### src/rtl/norm_count_if.sv
// rtl/norm_count_if.sv - request/response handshake bundle for norm_count
//
// Purpose: groups the operand request channel and the result channel of the
// iterative count-leading-zeros/ones and normalize unit.
//
// Signals:
//   in_valid   request present (master -> slave)
//   in_ready   slave can accept a request (slave -> master)
//   in_x       32-bit operand
//   in_ones    0 = count leading zeros, 1 = count leading ones
//   out_valid  result present (slave -> master)
//   out_ready  master takes the result
//   out_count  leading-bit count, 0..32
//   out_norm   in_x shifted left by out_count, zero-filled
//
// Modports: master drives requests and consumes results; slave is the unit.

interface norm_count_if;
   logic        in_valid;
   logic        in_ready;
   logic [31:0] in_x;
   logic        in_ones;
   logic        out_valid;
   logic        out_ready;
   logic [5:0]  out_count;
   logic [31:0] out_norm;

   modport master (
      output in_valid, in_x, in_ones, out_ready,
      input  in_ready, out_valid, out_count, out_norm
   );

   modport slave (
      input  in_valid, in_x, in_ones, out_ready,
      output in_ready, out_valid, out_count, out_norm
   );
endinterface

### src/rtl/norm_count.sv
// rtl/norm_count.sv - iterative CLZ/CLO and normalize unit, one nibble per cycle
//
// Purpose: derives the left-shift amount that normalizes a 32-bit operand
// (MIPS32 CLZ/CLO) and returns the normalized operand alongside it.
//
// Ports:
//   clk    rising-edge clock
//   reset  synchronous, active-high; returns the unit to IDLE
//   bus    norm_count_if.slave: in_valid/in_ready/in_x/in_ones request,
//          out_valid/out_ready/out_count/out_norm response

module norm_count (
   input  logic         clk,
   input  logic         reset,
   norm_count_if.slave  bus
);

   typedef enum logic [1:0] {IDLE, BUSY, DONE} state_t;

   state_t      state;
   state_t      state_next;

   // Working registers: w is the word being scanned (inverted for CLO),
   // norm tracks the original operand shifted by the same amount.
   logic [31:0] w;
   logic [31:0] norm;
   logic [5:0]  cnt;

   // Result registers only load on the BUSY->DONE edge, so the outputs keep
   // their last value through IDLE and the next BUSY phase.
   logic [5:0]  res_count;
   logic [31:0] res_norm;

   logic        accept;
   logic        top_zero;
   logic [1:0]  lz;

   assign top_zero      = (w[31:28] == 4'b0000);
   assign bus.out_count = res_count;
   assign bus.out_norm  = res_norm;

   // Leading zeros within a non-zero top nibble.
   always_comb begin
      lz = 2'd3;
      casez (w[31:28])
         4'b1???: lz = 2'd0;
         4'b01??: lz = 2'd1;
         4'b001?: lz = 2'd2;
         default: lz = 2'd3;
      endcase
   end

   always_ff @(posedge clk) begin
      if (reset) begin
         state <= IDLE;
      end else begin
         state <= state_next;
      end
   end

   always_comb begin
      state_next    = state;
      bus.in_ready  = 1'b0;
      bus.out_valid = 1'b0;
      accept        = 1'b0;
      case (state)
         IDLE: begin
            bus.in_ready = 1'b1;
            if (bus.in_valid) begin
               accept     = 1'b1;
               state_next = BUSY;
            end
         end
         BUSY: begin
            // Finish on a non-zero nibble, or after the eighth all-zero nibble.
            if (!top_zero || cnt >= 6'd28) begin
               state_next = DONE;
            end
         end
         DONE: begin
            bus.out_valid = 1'b1;
            if (bus.out_ready) begin
               state_next = IDLE;
            end
         end
         default: state_next = IDLE;
      endcase
   end

   always_ff @(posedge clk) begin
      if (reset) begin
         w         <= 32'd0;
         norm      <= 32'd0;
         cnt       <= 6'd0;
         res_count <= 6'd0;
         res_norm  <= 32'd0;
      end else if (accept) begin
         w    <= bus.in_ones ? ~bus.in_x : bus.in_x;
         norm <= bus.in_x;
         cnt  <= 6'd0;
      end else if (state == BUSY) begin
         if (top_zero && cnt < 6'd28) begin
            w    <= w << 4;
            norm <= norm << 4;
            cnt  <= cnt + 6'd4;
         end else if (top_zero) begin
            // All 32 bits were leading bits: every bit shifts out.
            cnt       <= 6'd32;
            norm      <= 32'd0;
            res_count <= 6'd32;
            res_norm  <= 32'd0;
         end else begin
            cnt       <= cnt + {4'd0, lz};
            norm      <= norm << lz;
            res_count <= cnt + {4'd0, lz};
            res_norm  <= norm << lz;
         end
      end
   end

endmodule

### src/flat_wrapper.sv
// flat-port wrapper written by rule: the top's interface ports become plain ports
module norm_count_flat 
  (clk, reset, bus_in_valid, bus_in_x, bus_in_ones, bus_out_ready, bus_in_ready, bus_out_valid, bus_out_count, bus_out_norm);
  norm_count_if bus_i ();
  input  logic clk;
  input  logic reset;
  input wire logic [$bits(bus_i.in_valid)-1:0] bus_in_valid;
  input wire logic [$bits(bus_i.in_x)-1:0] bus_in_x;
  input wire logic [$bits(bus_i.in_ones)-1:0] bus_in_ones;
  input wire logic [$bits(bus_i.out_ready)-1:0] bus_out_ready;
  output wire logic [$bits(bus_i.in_ready)-1:0] bus_in_ready;
  output wire logic [$bits(bus_i.out_valid)-1:0] bus_out_valid;
  output wire logic [$bits(bus_i.out_count)-1:0] bus_out_count;
  output wire logic [$bits(bus_i.out_norm)-1:0] bus_out_norm;
  assign bus_i.in_valid = bus_in_valid;
  assign bus_i.in_x = bus_in_x;
  assign bus_i.in_ones = bus_in_ones;
  assign bus_i.out_ready = bus_out_ready;
  assign bus_in_ready = bus_i.in_ready;
  assign bus_out_valid = bus_i.out_valid;
  assign bus_out_count = bus_i.out_count;
  assign bus_out_norm = bus_i.out_norm;
  norm_count u_core (.clk(clk), .reset(reset), .bus(bus_i));
endmodule
### config.mk
export PLATFORM = sky130hd
export DESIGN_NAME = norm_count_flat
export DESIGN_NICKNAME = d
export VERILOG_FILES = /design/src/rtl/norm_count_if.sv /design/src/rtl/norm_count.sv /design/src/flat_wrapper.sv
export SDC_FILE = /design/constraint.sdc
export NUM_CORES = 1
export LEC_CHECK = 0
export ABC_AREA = 1
export CAP_MARGIN = 20
export CORE_MARGIN = 3
export CORE_UTILIZATION = 40
export CTS_CLUSTER_SIZE = 25
export DETAILED_ROUTE_END_ITERATION = 10
export DONT_BUFFER_PORTS = 1
export PLACE_DENSITY_LB_ADDON = 0.25
export SYNTH_ARGS = -nofsm -noshare
export SYNTH_HDL_FRONTEND = slang
export SYNTH_SLANG_ARGS = --single-unit
### constraint.sdc
create_clock -name clk -period 6.2 [get_ports clk]
set_input_delay 0.62 -clock clk [delete_from_list [all_inputs] [get_ports clk]]
set_output_delay 0.62 -clock clk [all_outputs]
set_load 0.03 [all_outputs]
==> results_dict.tcl, run 1 <==
set metrics [dict create \
    synthesis.area_um2 5980 \
    power_mw 2.07 \
    wire_per_inst_um 16.4 \
    comb_power_share_pct 27.8 \
    endpoint_kind "flop" \
    cts_resized 0 \
    tightestPinTransition_ps 857 \
    antenna_cells 0 \
    grt_max_degree 92 \
    grt_pass1_wl_um 27400 \
    power_leakage_nw 2.55 \
    cts_tree "built" \
    status "complete, no violations" \
    start_util_pct 41.0 \
    num_io_pins 77 \
    fin_crit_ps 2950 \
    clk_latency_ps 350 \
    clk_path_buf_depth 2 \
    synth_area_per_cell_um2 6.70 \
    nNetsFinal 888 \
    synth-seq-cells 110 \
    final_core_util_pct 42.6 \
    portBuffers 0 \
    cts_made_buffers 9 \
    finalSetupTns_ps 0 \
    hold_buffers 0 \
    die_w_um 128 \
    grt_pass1_vias 5178 \
    p_switching_mw 0.783 \
    ys_seq_area_share_pct 36.8 \
    place_congestion 0.871 \
    swShare_pct 37.8 \
    dieArea_um2 16500 \
    powerDensity_nw_per_um2 333 \
    antenna_found_initial 0 \
    overflow 0 \
    clockPowerShare_pct 28.6 \
    finalHoldViolations 0 \
    design_area_um2 6210 \
    rows 44 \
    p_int_mw 1.29 \
    root_buffer "clkbuf_16" \
    rsz0062_at_grt "false" \
    first_pass_iters 5 \
    track_usage_pct 20.7 \
    htreeDepth 3 \
    ys_warn_count 0 \
    cts_sinks 110 \
    route.detailed.drc 0 \
    core_area_um2 14600 \
    placed_area_um2 5920 \
    max_freq_ghz 0.338 \
    pwr-share-seq_pct 43.6 \
    path_clk_slew_ps 70 \
    cts_setup_buffers 0 \
    path_class "reg -> reg" \
    worstPathMaxFanout 34 \
    start_kind "flop" \
    netlist_instances 893 \
    crit_arrival_ps 3210 \
    syn_nets 934 \
    drive_gt1_share_pct 4.24 \
    num_vias 5559 \
    critPathRequiredTime_ps 6450 \
    fin_crit_sh_pct 47.6 \
    maxSlewViolCount 0 \
    ir_worst_vdd_mv 0.169 \
    vias_per_cell 5.38 \
    routed_wl_um 16900 \
    layout-area-overhead-vs-synth_pct 3.83 \
    drt_iter0_drc 480 \
    die_height_um 128 \
    hold_class "in -> reg" \
    hpwl_um 11100 \
    whs_ps 328 \
    timing.max_cap.violations 0 \
    drtAntennaViolNets 0 \
    setup_viol 0 \
    fin_skew_ps 5.79 \
    relSlewSlack_pct 42.9 \
    synthDistinctLibCells 28 \
]
## metal layers
| layer | GRT usage [%] | wire length [um] | up-vias |
|---|---|---|---|
| met5 | 0 | 0 | - |
| met4 | 5.62 | 210 | 0 |
| met3 | 4.54 | 1230 | 15 |
| met2 | 32.4 | 7530 | 146 |
| met1 | 28.8 | 7930 | 2570 |
| li1 | - | - | 2828 |
## area by class of cell
| type | instances | area, um^2 |
|---|---|---|
| tap | 184 | 230 |
| clock inverter | 4 | 48.8 |
| fill | 1589 | 8380 |
| timing repair buffer | 5 | 45.0 |
| multi-input combinational | 667 | 3240 |
| sequential | 110 | 2200 |
| clock buffer | 10 | 239 |
| inverter | 54 | 203 |
## through the flow
| step | std cells | setup WS (ps) |
|---|---|---|
| after floorplan | 893 | 4140 |
| after global placement | 1019 | 3340 |
| after detailed placement | 1020 | 3230 |
| after CTS | 1034 | 3200 |
| after global routing | 1034 | 2940 |
| final | 1034 | 3250 |
## Yosys cell counts
cell,instances,share of area (%)
fa_1,1,0.33
buf_6,8,1.5
nor2_8,2,0.67
buf_4,6,0.75
nor2_4,1,0.19
nand2_2,4,0.42
nor2_2,1,0.10
a31oi_1,2,0.21
a21oi_1,52,4.4
nand3_1,108,9.0
inv_2,4,0.25
xor2_1,4,0.59
nor2_1,121,7.6
nand2_4,2,0.38
buf_2,23,1.9
o21bai_1,1,0.13
clkbuf_1,24,1.5
ha_1,3,0.63
nand3b_1,2,0.25
nand4_1,3,0.31
inv_1,50,3.1
o21ai_0,59,4.9
o221ai_1,28,4.1
dfxtp_1,110,37
buf_1,1,0.063
nand2_8,1,0.33
xnor2_1,29,4.2
nand2_1,243,15
## cell families after synthesis
kind of cell / share of synthesized area (%)
AND/OR/NAND/NOR: 34.5
AO/OA/AOI/OAI: 13.7
buffers and inverters: 9.14
flip-flops: 36.8
XOR/XNOR: 4.83
adder cells (fa/ha/maj): 0.962
## registers in the layout (all words and copies together) (netlist names)
register and cells:
u_core.bus.out_count 6, u_core.bus.out_norm 32, u_core.cnt 6, u_core.norm 32, u_core.state 2, u_core.w 32
## worst paths after layout
path	cells past startpoint	start	slack [ps]	to
hold reg to reg	2	u_core.cnt[0]$_SDFFE_PP0P_	470	u_core.cnt[0]$_SDFFE_PP0P_
setup reg to reg	13	u_core.w[30]$_SDFFE_PP0P_	3250	u_core.cnt[4]$_SDFFE_PP0P_
setup / recovery	13	u_core.w[30]$_SDFFE_PP0P_	3250	u_core.cnt[4]$_SDFFE_PP0P_
hold / removal	1	reset	330	u_core.w[14]$_SDFFE_PP0P_
## power groups by stage
stage / sequential [mW] / combinational, mW / clock (mW)
2_1_floorplan: 0.900 / 0.496 / 0
3_3_place_gp: 0.917 / 0.569 / 0
3_5_place_dp: 0.917 / 0.573 / 0
4_1_cts: 0.901 / 0.577 / 0.597
5_1_grt: 0.912 / 0.658 / 0.621
6_report: 0.901 / 0.576 / 0.592
## layout by cell type (no fill, tap or decap)
| master | count |
|---|---|
| nand2_2 | 4 |
| xor2_1 | 4 |
| clkbuf_16 | 9 |
| nor2_2 | 2 |
| nand3_1 | 108 |
| dfxtp_1 | 110 |
| buf_4 | 4 |
| clkinv_2 | 2 |
| inv_1 | 50 |
| nor2_8 | 2 |
| nand2_4 | 3 |
| nand3b_1 | 2 |
| nand2_8 | 1 |
| o21bai_1 | 1 |
| o221ai_1 | 28 |
| fa_1 | 1 |
| xnor2_1 | 29 |
| ha_1 | 3 |
| a31oi_1 | 2 |
| buf_8 | 1 |
| nor2_1 | 120 |
| nor2_4 | 1 |
| nand4_1 | 3 |
| nand2_1 | 242 |
| o21ai_0 | 59 |
| bufinv_16 | 1 |
| clkbuf_8 | 1 |
| inv_2 | 4 |
| a21oi_1 | 52 |
| clkinv_4 | 1 |
## worst max-delay path, stage by stage, from the launching register on
cell and delay, ps:
dfxtp_1 390, inv_1 70, nand2_2 120, nand2_2 410, inv_2 550, ha_1 280
inv_1 70, fa_1 440, inv_1 100, nand3_1 70, nand4_1 110, nand2_1 60
o21bai_1 120, inv_1 40
(Power assumes the default switching activity.)
==> run 2: changes to the inputs <==
==> constraint.sdc (replaced) <==
create_clock -name clk -period 2.7 [get_ports clk]
set_input_delay 0.27 -clock clk [delete_from_list [all_inputs] [get_ports clk]]
set_output_delay 0.27 -clock clk [all_outputs]
set_load 0.03 [all_outputs]
==> run 2 against run 1 <==
  * Setup slack got worse by 2600 ps
  * Routed wire length rose by 0.82%
  * Power rose by 130%
  * Die area did not move
  * Count of clock-buffer cells in the layout rose by 2
  * Cell count rose by 1.6%
  * Register-to-register slack got worse by 2600 ps
  * Sequential power rose by 130%
  * Utilization rose by 0.83 points
  * Via count barely moved
  * Critical path depth did not move
==> results_dict.tcl, run 2 (same netlist as run 1, synthesis figures left out) <==
set metrics [dict create \
    p_int_mw 2.98 \
    core_area_um2 14600 \
    hold_class "in -> reg" \
    place_congestion 0.864 \
    layout-area-overhead-vs-synth_pct 5.86 \
    die_w_um 128 \
    setup_viol 0 \
    drtAntennaViolNets 0 \
    cts_made_buffers 9 \
    crit_arrival_ps 2330 \
    first_pass_iters 4 \
    timing.rr.start "u_core.w[30]$_SDFFE_PP0P_" \
    final_common_cell "nand2_1" \
    ir_worst_vdd_mv 0.365 \
    powerDensity_nw_per_um2 754 \
    portBuffers 0 \
    maxSlewViolCount 0 \
    dp.cells 1034 \
    routed_wl_um 17000 \
    clockPowerShare_pct 28.0 \
    worstPathMaxFanout 6 \
    num_vias 5562 \
    comb_power_share_pct 28.6 \
    pwr-share-seq_pct 43.4 \
    root_buffer "clkbuf_16" \
    final_cells 1051 \
    swShare_pct 37.6 \
    grt_pass1_wl_um 27100 \
    r2r_cells 13 \
    clk_path_buf_depth 2 \
    cts_resized 0 \
    die_height_um 128 \
    cts_sinks 110 \
    layout_common_cells "242 x nand2_1, 120 x nor2_1, 110 x dfxtp_1" \
    crit_path_end "u_core.cnt[4]$_SDFFE_PP0P_" \
    tightestPinTransition_ps 646 \
    start_util_pct 41.0 \
    htreeDepth 3 \
    path_clk_slew_ps 70 \
    overflow 0 \
    regToRegSetupSlack_ps 630 \
    fin_skew_ps 8.18 \
    p_switching_mw 1.80 \
    fin_crit_ps 2070 \
    antenna_cells 0 \
    crit_start "u_core.w[30]$_SDFFE_PP0P_" \
    setup_ws_ps 632 \
    cts_tree "built" \
    grt_max_degree 48 \
    reg2reg_to "u_core.cnt[4]$_SDFFE_PP0P_" \
    timing.max_cap.violations 0 \
    endpoint_kind "flop" \
    cts_setup_buffers 0 \
    grt_pass1_vias 5043 \
    wire_per_inst_um 16.2 \
    drive_gt1_share_pct 5.77 \
    finalHoldViolations 0 \
    drt_iter0_drc 454 \
    max_freq_ghz 0.484 \
    place_ws_ps 647 \
    dieArea_um2 16500 \
    track_usage_pct 20.7 \
    rsz0062_at_grt "false" \
    start_kind "flop" \
    relSlewSlack_pct 56.8 \
    rows 44 \
    finalSetupTns_ps 0 \
    hpwl_um 11800 \
    vias_per_cell 5.29 \
    power_leakage_nw 2.62 \
    status "complete, no violations" \
    route.detailed.drc 0 \
    critPathRequiredTime_ps 2960 \
    antenna_found_initial 0 \
    clk_latency_ps 360 \
    nNetsFinal 903 \
    fin_crit_sh_pct 76.6 \
    num_io_pins 77 \
    path_class "reg -> reg" \
]
==> run 2: what timing repair did <==
item,4_1_cts,5_1_grt
hold endpoints to repair,47,0
endpoints found under the setup margin,0,0
hold buffers,1,0
==> run 2: worst min-delay path by stage <==
stage                startpoint                                   end  cells past startpoint
floorplan           bus_in_x[0]           u_core.norm[0]$_SDFFE_PP0P_                      2
global placement          reset              u_core.w[8]$_SDFFE_PP0P_                      1
detailed placement        reset             u_core.w[12]$_SDFFE_PP0P_                      1
CTS                       reset  u_core.bus.out_norm[31]$_SDFFE_PP0P_                      3
global route              reset  u_core.bus.out_norm[30]$_SDFFE_PP0P_                      3
finish                    reset  u_core.bus.out_norm[30]$_SDFFE_PP0P_                      3
==> run 2: stage by stage <==
stage / util (%) / hold slack [ps] / area [um^2] / total power [mW]
finish: 43.4 / 56.1 / 6330 / 4.78
global route: 43.4 / 53.5 / 6330 / 5.06
CTS: 43.4 / 43.0 / 6330 / 4.80
detailed placement: 41.3 / 349 / 6030 / 3.46
global placement: 41.2 / 348 / 6010 / 3.46
floorplan: - / 440 / 5980 / 3.21
==> run 2: cell type report <==
class,instances,area (um^2)
clock buffer,12,236
fill,1555,8260
sequential,110,2200
multi-input combinational,667,3240
tap,184,230
clock inverter,4,47.5
timing repair buffer,20,170
inverter,54,203
==> run 2: power by group through the flow <==
stage | Combinational (mW) | Clock [mW] | Sequential, mW
floorplan | 1.14 | 0 | 2.07
global placement | 1.35 | 0 | 2.11
detailed placement | 1.35 | 0 | 2.11
CTS | 1.37 | 1.36 | 2.07
global route | 1.55 | 1.41 | 2.10
finish | 1.37 | 1.34 | 2.07
==> run 2: per-layer routing <==
layer  vias to the layer above  track usage, %  part of all wire (%)
li1                       2850               -                     -
met1                      2567            29.7                    48
met2                       129            31.0                    44
met3                        16            3.88                   6.0
met4                         0            6.80                   1.8
met5                         -               0                     0
==> run 2: worst max-delay path, cell delays in order, from the launching register on <==
cell	delay [ps]
dfxtp_1	400
inv_1	70
nand2_2	150
nand2_2	80
inv_2	60
ha_1	190
inv_1	70
fa_1	430
inv_1	100
nand3_1	70
nand4_1	120
nand2_1	60
o21bai_1	120
inv_1	50
